**src/rtl/mc_ctrl_pkg.sv**
```systemverilog
// Shared definitions for the multi-cycle MIPS-subset main control FSM:
// state encodings, opcode constants, ALUOp codes, datapath select codes
// and the opcode-class record produced by mc_opcode_class.
package mc_ctrl_pkg;

  // 4-bit state encodings (also visible on state_o for debug)
  localparam logic [3:0] ST_IDLE     = 4'd0;
  localparam logic [3:0] ST_FETCH    = 4'd1;
  localparam logic [3:0] ST_DECODE   = 4'd2;
  localparam logic [3:0] ST_MEM_ADDR = 4'd3;
  localparam logic [3:0] ST_MEM_RD   = 4'd4;
  localparam logic [3:0] ST_MEM_WB   = 4'd5;
  localparam logic [3:0] ST_MEM_WR   = 4'd6;
  localparam logic [3:0] ST_EXEC_R   = 4'd7;
  localparam logic [3:0] ST_R_WB     = 4'd8;
  localparam logic [3:0] ST_BRANCH   = 4'd9;
  localparam logic [3:0] ST_JUMP     = 4'd10;
  localparam logic [3:0] ST_EXEC_I   = 4'd11;
  localparam logic [3:0] ST_I_WB     = 4'd12;
  localparam logic [3:0] ST_HALT     = 4'd13;

  typedef enum logic [3:0] {
    S_IDLE     = ST_IDLE,
    S_FETCH    = ST_FETCH,
    S_DECODE   = ST_DECODE,
    S_MEM_ADDR = ST_MEM_ADDR,
    S_MEM_RD   = ST_MEM_RD,
    S_MEM_WB   = ST_MEM_WB,
    S_MEM_WR   = ST_MEM_WR,
    S_EXEC_R   = ST_EXEC_R,
    S_R_WB     = ST_R_WB,
    S_BRANCH   = ST_BRANCH,
    S_JUMP     = ST_JUMP,
    S_EXEC_I   = ST_EXEC_I,
    S_I_WB     = ST_I_WB,
    S_HALT     = ST_HALT
  } state_t;

  // IR[31:26] opcodes
  localparam logic [5:0] OP_RTYPE = 6'b000000;
  localparam logic [5:0] OP_J     = 6'b000010;
  localparam logic [5:0] OP_BEQ   = 6'b000100;
  localparam logic [5:0] OP_ADDI  = 6'b001000;
  localparam logic [5:0] OP_ADDIU = 6'b001001;
  localparam logic [5:0] OP_ORI   = 6'b001101;
  localparam logic [5:0] OP_LUI   = 6'b001111;
  localparam logic [5:0] OP_LW    = 6'b100011;
  localparam logic [5:0] OP_SW    = 6'b101011;

  // ALUOp codes consumed by the ALU control decoder
  localparam logic [3:0] ALU_ADD   = 4'b0000;
  localparam logic [3:0] ALU_SUB   = 4'b0001;
  localparam logic [3:0] ALU_RTYPE = 4'b0010;
  localparam logic [3:0] ALU_LUI   = 4'b0011;
  localparam logic [3:0] ALU_OR    = 4'b0100;

  // ALU B-operand select
  localparam logic [1:0] SRCB_B       = 2'b00;
  localparam logic [1:0] SRCB_FOUR    = 2'b01;
  localparam logic [1:0] SRCB_IMM     = 2'b10;
  localparam logic [1:0] SRCB_IMM_SH2 = 2'b11;

  // PC source select
  localparam logic [1:0] PCSRC_ALU    = 2'b00;
  localparam logic [1:0] PCSRC_ALUOUT = 2'b01;
  localparam logic [1:0] PCSRC_JUMP   = 2'b10;

  typedef struct packed {
    logic       is_mem;      // LW or SW
    logic       is_lw;
    logic       is_r;
    logic       is_beq;
    logic       is_j;
    logic       is_imm;      // ADDI/ADDIU/LUI/ORI
    logic [3:0] imm_alu_op;
    logic       imm_zext;
    logic       is_illegal;  // none of the above
  } op_class_t;

endpackage

```
**src/rtl/mc_opcode_class.sv**
```systemverilog
// Combinational opcode classifier for the main control FSM.
// Ports: opcode (IR[31:26]) in; cls (op_class_t: instruction class flags,
// immediate-form ALUOp and extension mode, illegal flag) out.
module mc_opcode_class
  import mc_ctrl_pkg::*;
(
  input  logic [5:0] opcode,
  output op_class_t  cls
);

  always_comb begin
    cls = '0;
    cls.imm_alu_op = ALU_ADD;
    case (opcode)
      OP_LW: begin
        cls.is_mem = 1'b1;
        cls.is_lw  = 1'b1;
      end
      OP_SW:    cls.is_mem = 1'b1;
      OP_RTYPE: cls.is_r   = 1'b1;
      OP_BEQ:   cls.is_beq = 1'b1;
      OP_J:     cls.is_j   = 1'b1;
      OP_ADDI, OP_ADDIU: cls.is_imm = 1'b1;
      OP_LUI: begin
        cls.is_imm     = 1'b1;
        cls.imm_alu_op = ALU_LUI;
      end
      OP_ORI: begin
        cls.is_imm     = 1'b1;
        cls.imm_alu_op = ALU_OR;
        cls.imm_zext   = 1'b1;
      end
      default: cls.is_illegal = 1'b1;
    endcase
  end

endmodule

```
**src/rtl/mc_ctrl_fsm.sv**
```systemverilog
// Multi-cycle main control FSM (fetch/decode/execute/memory/writeback) for
// the MIPS-subset datapath, with a memory wait-cycle watchdog.
// Ports: clk, rst_n, opcode, zero, mem_ready in; datapath strobes/selects
// (pc_write, pc_source, ir_write, mem_read, mem_write, i_or_d, alu_src_a,
// alu_src_b, imm_zext, alu_op, reg_write, reg_dst, mem_to_reg), state_o,
// mem_timeout, illegal out.
// Optional: define MC_CTRL_ILLEGAL_TRAP_EN to trap unknown opcodes in HALT
// (sticky illegal flag); otherwise unknown opcodes execute as a NOP.
module mc_ctrl_fsm
  import mc_ctrl_pkg::*;
#(
  parameter int WAIT_W     = 8,
  parameter int WAIT_LIMIT = 0
) (
  input  logic       clk,
  input  logic       rst_n,
  input  logic [5:0] opcode,
  input  logic       zero,
  input  logic       mem_ready,
  output logic       pc_write,
  output logic [1:0] pc_source,
  output logic       ir_write,
  output logic       mem_read,
  output logic       mem_write,
  output logic       i_or_d,
  output logic       alu_src_a,
  output logic [1:0] alu_src_b,
  output logic       imm_zext,
  output logic [3:0] alu_op,
  output logic       reg_write,
  output logic       reg_dst,
  output logic       mem_to_reg,
  output logic [3:0] state_o,
  output logic       mem_timeout,
  output logic       illegal
);

  localparam logic [WAIT_W-1:0] LIMIT = WAIT_W'(WAIT_LIMIT);

  state_t            state, state_nxt;
  op_class_t         cls;
  logic [WAIT_W-1:0] wait_cnt, wait_nxt;
  logic              waiting;

  mc_opcode_class u_cls (
    .opcode (opcode),
    .cls    (cls)
  );

  always_ff @(posedge clk or negedge rst_n) begin
    if (!rst_n) state <= S_IDLE;
    else        state <= state_nxt;
  end

  // A memory wait cycle is a cycle in a memory-access state without ready.
  // Every exit from those states requires mem_ready, so clearing on ready
  // also covers clearing on leaving the state.
  assign waiting  = ((state == S_FETCH) || (state == S_MEM_RD) || (state == S_MEM_WR))
                    && !mem_ready;
  assign wait_nxt = !waiting      ? '0 :
                    (&wait_cnt)   ? wait_cnt :
                                    wait_cnt + WAIT_W'(1);

  always_ff @(posedge clk or negedge rst_n) begin
    if (!rst_n) begin
      wait_cnt    <= '0;
      mem_timeout <= 1'b0;
    end else begin
      wait_cnt <= wait_nxt;
      // Flag is raised on the same edge the counter reaches the limit.
      if ((WAIT_LIMIT != 0) && (wait_nxt == LIMIT)) mem_timeout <= 1'b1;
    end
  end

`ifdef MC_CTRL_ILLEGAL_TRAP_EN
  always_ff @(posedge clk or negedge rst_n) begin
    if (!rst_n)                                    illegal <= 1'b0;
    else if ((state == S_DECODE) && cls.is_illegal) illegal <= 1'b1;
  end
`else
  assign illegal = 1'b0;
`endif

  assign state_o = state;

  always_comb begin
    state_nxt  = state;
    pc_write   = 1'b0;
    pc_source  = PCSRC_ALU;
    ir_write   = 1'b0;
    mem_read   = 1'b0;
    mem_write  = 1'b0;
    i_or_d     = 1'b0;
    alu_src_a  = 1'b0;
    alu_src_b  = SRCB_B;
    imm_zext   = 1'b0;
    alu_op     = ALU_ADD;
    reg_write  = 1'b0;
    reg_dst    = 1'b0;
    mem_to_reg = 1'b0;

    case (state)
      S_IDLE: state_nxt = S_FETCH;

      S_FETCH: begin
        mem_read  = 1'b1;
        alu_src_b = SRCB_FOUR;
        // IR and PC+4 are captured only on the cycle the fetch completes
        ir_write  = mem_ready;
        pc_write  = mem_ready;
        if (mem_ready) state_nxt = S_DECODE;
      end

      S_DECODE: begin
        // Speculatively compute the branch target into ALUOut
        alu_src_b = SRCB_IMM_SH2;
        if      (cls.is_mem) state_nxt = S_MEM_ADDR;
        else if (cls.is_r)   state_nxt = S_EXEC_R;
        else if (cls.is_beq) state_nxt = S_BRANCH;
        else if (cls.is_j)   state_nxt = S_JUMP;
        else if (cls.is_imm) state_nxt = S_EXEC_I;
`ifdef MC_CTRL_ILLEGAL_TRAP_EN
        else if (cls.is_illegal) state_nxt = S_HALT;
`else
        else if (cls.is_illegal) state_nxt = S_FETCH;
`endif
      end

      S_MEM_ADDR: begin
        alu_src_a = 1'b1;
        alu_src_b = SRCB_IMM;
        state_nxt = cls.is_lw ? S_MEM_RD : S_MEM_WR;
      end

      S_MEM_RD: begin
        mem_read = 1'b1;
        i_or_d   = 1'b1;
        if (mem_ready) state_nxt = S_MEM_WB;
      end

      S_MEM_WB: begin
        reg_write  = 1'b1;
        mem_to_reg = 1'b1;
        state_nxt  = S_FETCH;
      end

      S_MEM_WR: begin
        mem_write = 1'b1;
        i_or_d    = 1'b1;
        if (mem_ready) state_nxt = S_FETCH;
      end

      S_EXEC_R: begin
        alu_src_a = 1'b1;
        alu_op    = ALU_RTYPE;
        state_nxt = S_R_WB;
      end

      S_R_WB: begin
        reg_write = 1'b1;
        reg_dst   = 1'b1;
        state_nxt = S_FETCH;
      end

      S_BRANCH: begin
        alu_src_a = 1'b1;
        alu_op    = ALU_SUB;
        pc_source = PCSRC_ALUOUT;
        pc_write  = zero;
        state_nxt = S_FETCH;
      end

      S_JUMP: begin
        pc_source = PCSRC_JUMP;
        pc_write  = 1'b1;
        state_nxt = S_FETCH;
      end

      S_EXEC_I: begin
        alu_src_a = 1'b1;
        alu_src_b = SRCB_IMM;
        alu_op    = cls.imm_alu_op;
        imm_zext  = cls.imm_zext;
        state_nxt = S_I_WB;
      end

      S_I_WB: begin
        reg_write = 1'b1;
        state_nxt = S_FETCH;
      end

`ifdef MC_CTRL_ILLEGAL_TRAP_EN
      // Trapped: all strobes stay low until reset
      S_HALT: state_nxt = S_HALT;
`endif

      default: state_nxt = S_IDLE;
    endcase
  end

endmodule

```
**config.mk**
```make
export PLATFORM = sky130hd
export DESIGN_NAME = mc_ctrl_fsm
export DESIGN_NICKNAME = d
export VERILOG_FILES = /design/src/rtl/mc_ctrl_pkg.sv /design/src/rtl/mc_opcode_class.sv /design/src/rtl/mc_ctrl_fsm.sv
export SDC_FILE = /design/constraint.sdc
export NUM_CORES = 1
export LEC_CHECK = 0
export ABC_CLOCK_PERIOD_IN_PS = 4000
export CAP_MARGIN = 40
export CORE_AREA = 2 2 43 45
export CTS_CLUSTER_SIZE = 10
export DETAILED_ROUTE_END_ITERATION = 8
export DIE_AREA = 0 0 45 47
export PLACE_DENSITY = 0.76
export SYNTH_ARGS = -nofsm -noshare
export SYNTH_HDL_FRONTEND = slang
export SYNTH_SLANG_ARGS = --single-unit
```
**constraint.sdc**
```tcl
create_clock -name clk -period 4 [get_ports clk]
set_input_delay 1 -clock clk [delete_from_list [all_inputs] [get_ports clk]]
set_output_delay 1 -clock clk [all_outputs]
set_load 0.02 [all_outputs]
```
==> results_dict.tcl <==
set metrics [dict create \
    die_w_um 45 \
    path_class "in2out" \
    io_pins 34 \
    status "finished, final reports clean" \
    p_int_mw 0.295 \
    critPathLaunchType "input port" \
    power_leakage_nw 0.347 \
    grt_pass1_vias 576 \
    dpl_cell_area_um2 846 \
    syn_avg_cell_area_um2 7.16 \
    pwr-share-comb_pct 70.4 \
    largest_reg_flops 4 \
    wirelength_um 1490 \
    fmax_ghz 0.262 \
    numCtsBuffers 3 \
    cts-root-buf "clkbuf_4" \
    hold_viol_final 0 \
    max-slew-margin-rel_pct 61.8 \
    slowest_delay_ns 0.63 \
    grt_max_degree 19 \
    drive_above_1_share_pct 8.41 \
    cts_resized 0 \
    vias_per_cell 5.35 \
    cts.reportedPaths.clkPinSlew_ns 0.03 \
    postCtsSetupBuffers 0 \
    crit_path_end_kind "primary output" \
    crit_chain "clkdlybuf4s50_1, and3_1, nand3_1, nor3_1, clkdlybuf4s50_1" \
    final_common_cell "clkdlybuf4s50_1" \
    synthTopCellsByArea "dfrtp_1 17%, nand2b_1 7.6%, nor2_1 6.6%" \
    htreeDepth 1 \
    clock_latency_ns 0.23 \
    drtPass1Iterations 4 \
    synth_cell_types 33 \
    ys_seq_area_share_pct 17.5 \
    p_per_area_nw_per_um2 676 \
    grt_pass1_wl_um 2480 \
    drt-initial-drc-count 16 \
    period_needed_ns 3.81 \
    crit_required_ns 3.00 \
    overflow 0 \
    synth_top_area_share_pct 17.5 \
    dieArea_um2 2120 \
    core_area_um2 1650 \
    wire_per_inst_um 12.0 \
    cts_sinks 4 \
    ir_worst_vdd_mv 0.401 \
    rsz0062_at_grt "no" \
    cpMostUsedCell "clkdlybuf4s50_1" \
    holdBufCountCts 0 \
    vias 664 \
    portBuffers 30 \
    flow.area_growth_from_synthesis_pct 51.5 \
    yosys_warnings 1 \
    antenna_found_initial 0 \
    die_y_um 47 \
    p_switching_mw 0.291 \
    p_seq_share_pct 21.5 \
    synthArstFlopShare_pct 100 \
    route.detailed.drc 0 \
    hold_path.class "reg2reg" \
    core.rowCount 15 \
    track_usage_pct 16.2 \
    ys.flop_type "dfrtp_1" \
    clkPwrFrac_pct 8.1 \
    fin_skew_ns 0.00121 \
    synth_edf_count 0 \
    cpMaxStageDelayCell "clkdlybuf4s50_1" \
    insertedDiodeCount 0 \
    ant_nets 0 \
    slew_viol_final 0 \
    final_cell_mix "30 x clkdlybuf4s50_1, 10 x nor2_1, 7 x nand2b_1, 7 x a21oi_1, 6 x nor3_1" \
    nFillCells 168 \
    cp.arrival_ns 2.81 \
    swShare_pct 49.6 \
    gp_congestion 0.809 \
    worst_pin_slew_ns 0.572 \
    syn_inst 80 \
    hpwl_um 1170 \
    clock_path_buffers 2 \
    netlist_area_um2 573 \
    maxCapViolCount 0 \
    setup_violations 0 \
    whs_ns 0.786 \
    path_max_fanout 6 \
    setup_tns_ns 0 \
    cts_tree "yes" \
    min_period_over_period_pct 95.3 \
    ys_ff_latch 4 \
    design_area_um2 868 \
    final_nets 119 \
    start_util_pct 34.7 \
    yosys.area.top_type "dfrtp_1" \
]
-- per-layer routing --
layer,vias to the layer above,wire length [um],GRT usage [%]
met5,-,0,0
met4,0,0,8.82
met3,0,79,2.69
met2,19,739,26.6
met1,301,673,20.4
li1,344,-,-
-- cell usage after synthesis, types with 2 or more instances --
| master | instances |
|---|---|
| buf_4 | 4 |
| buf_2 | 3 |
| mux2i_1 | 2 |
| nand2b_1 | 7 |
| nor2b_1 | 2 |
| nor3_1 | 6 |
| dfrtp_1 | 4 |
| a211o_1 | 2 |
| o21ai_1 | 3 |
| nand3_1 | 4 |
| nand2_1 | 5 |
| inv_1 | 2 |
| nor2_1 | 10 |
| a21oi_1 | 7 |
-- area by class of cell --
type / count / area, um^2 / area share, %
Clock buffer: 3 / 22.5 / 2.59
Inverter: 3 / 11.3 / 1.30
Multi-Input combinational cell: 67 / 413 / 47.6
Sequential cell: 4 / 100 / 11.5
Tap cell: 17 / 21.3 / 2.45
Timing Repair Buffer: 30 / 300 / 34.6
-- metrics by stage --
| stage | setup slack (ns) | instances | utilization [%] | power, mW |
|---|---|---|---|---|
| floorplan | 1.18 | 82 | - | 0.388 |
| global placement | 0.279 | 121 | 51.2 | 0.538 |
| detailed placement | 0.217 | 121 | 51.2 | 0.543 |
| CTS | 0.216 | 124 | 52.6 | 0.594 |
| global route | 0.112 | 124 | 52.6 | 0.642 |
| finish | 0.190 | 124 | 52.6 | 0.587 |
-- path summary, 6_finish.rpt --
path / start / end / slack, ns / cells past startpoint
setup / recovery: opcode[2] / imm_zext / 0.19 / 5
hold / removal: state_o[1] / state_o[0] / 0.79 / 1
setup reg to reg: state_o[1] / state_o[1] / 2.51 / 4
hold reg to reg: state_o[1] / state_o[0] / 0.79 / 1
max in group asynchronous: rst_n / state_o[0] / 2.87 / 1
min in group asynchronous: rst_n / state_o[3] / 0.97 / 1
-- cell families (layout without fill, tap and decap cells) --
kind of cell | after synthesis | in the layout | synth area share [%]
other | 1 | 3 | 0.654
AOI/OAI and AO/OA | 20 | 20 | 25.1
DFF | 4 | 4 | 17.5
buffers and inverters | 11 | 36 | 11.8
and+or+nand+nor | 41 | 41 | 38.6
xor gates and xnor gates | 1 | 1 | 2.84
muxes | 2 | 2 | 3.49
-- power groups by stage --
stage	Combinational, mW	Sequential, mW	Clock, mW
after global routing	0.453	0.137	0.0525
after global placement	0.412	0.126	0
final	0.413	0.126	0.0478
after detailed placement	0.416	0.128	0
after CTS	0.416	0.127	0.0509
after floorplan	0.294	0.0935	0
-- worst max-delay path, delay by kind of cell --
family | cells | cell delay [ns]
buf+inv | 2 | 1.22
simple gates | 3 | 0.59
Note: power is estimated with default switching activity, not from simulation.
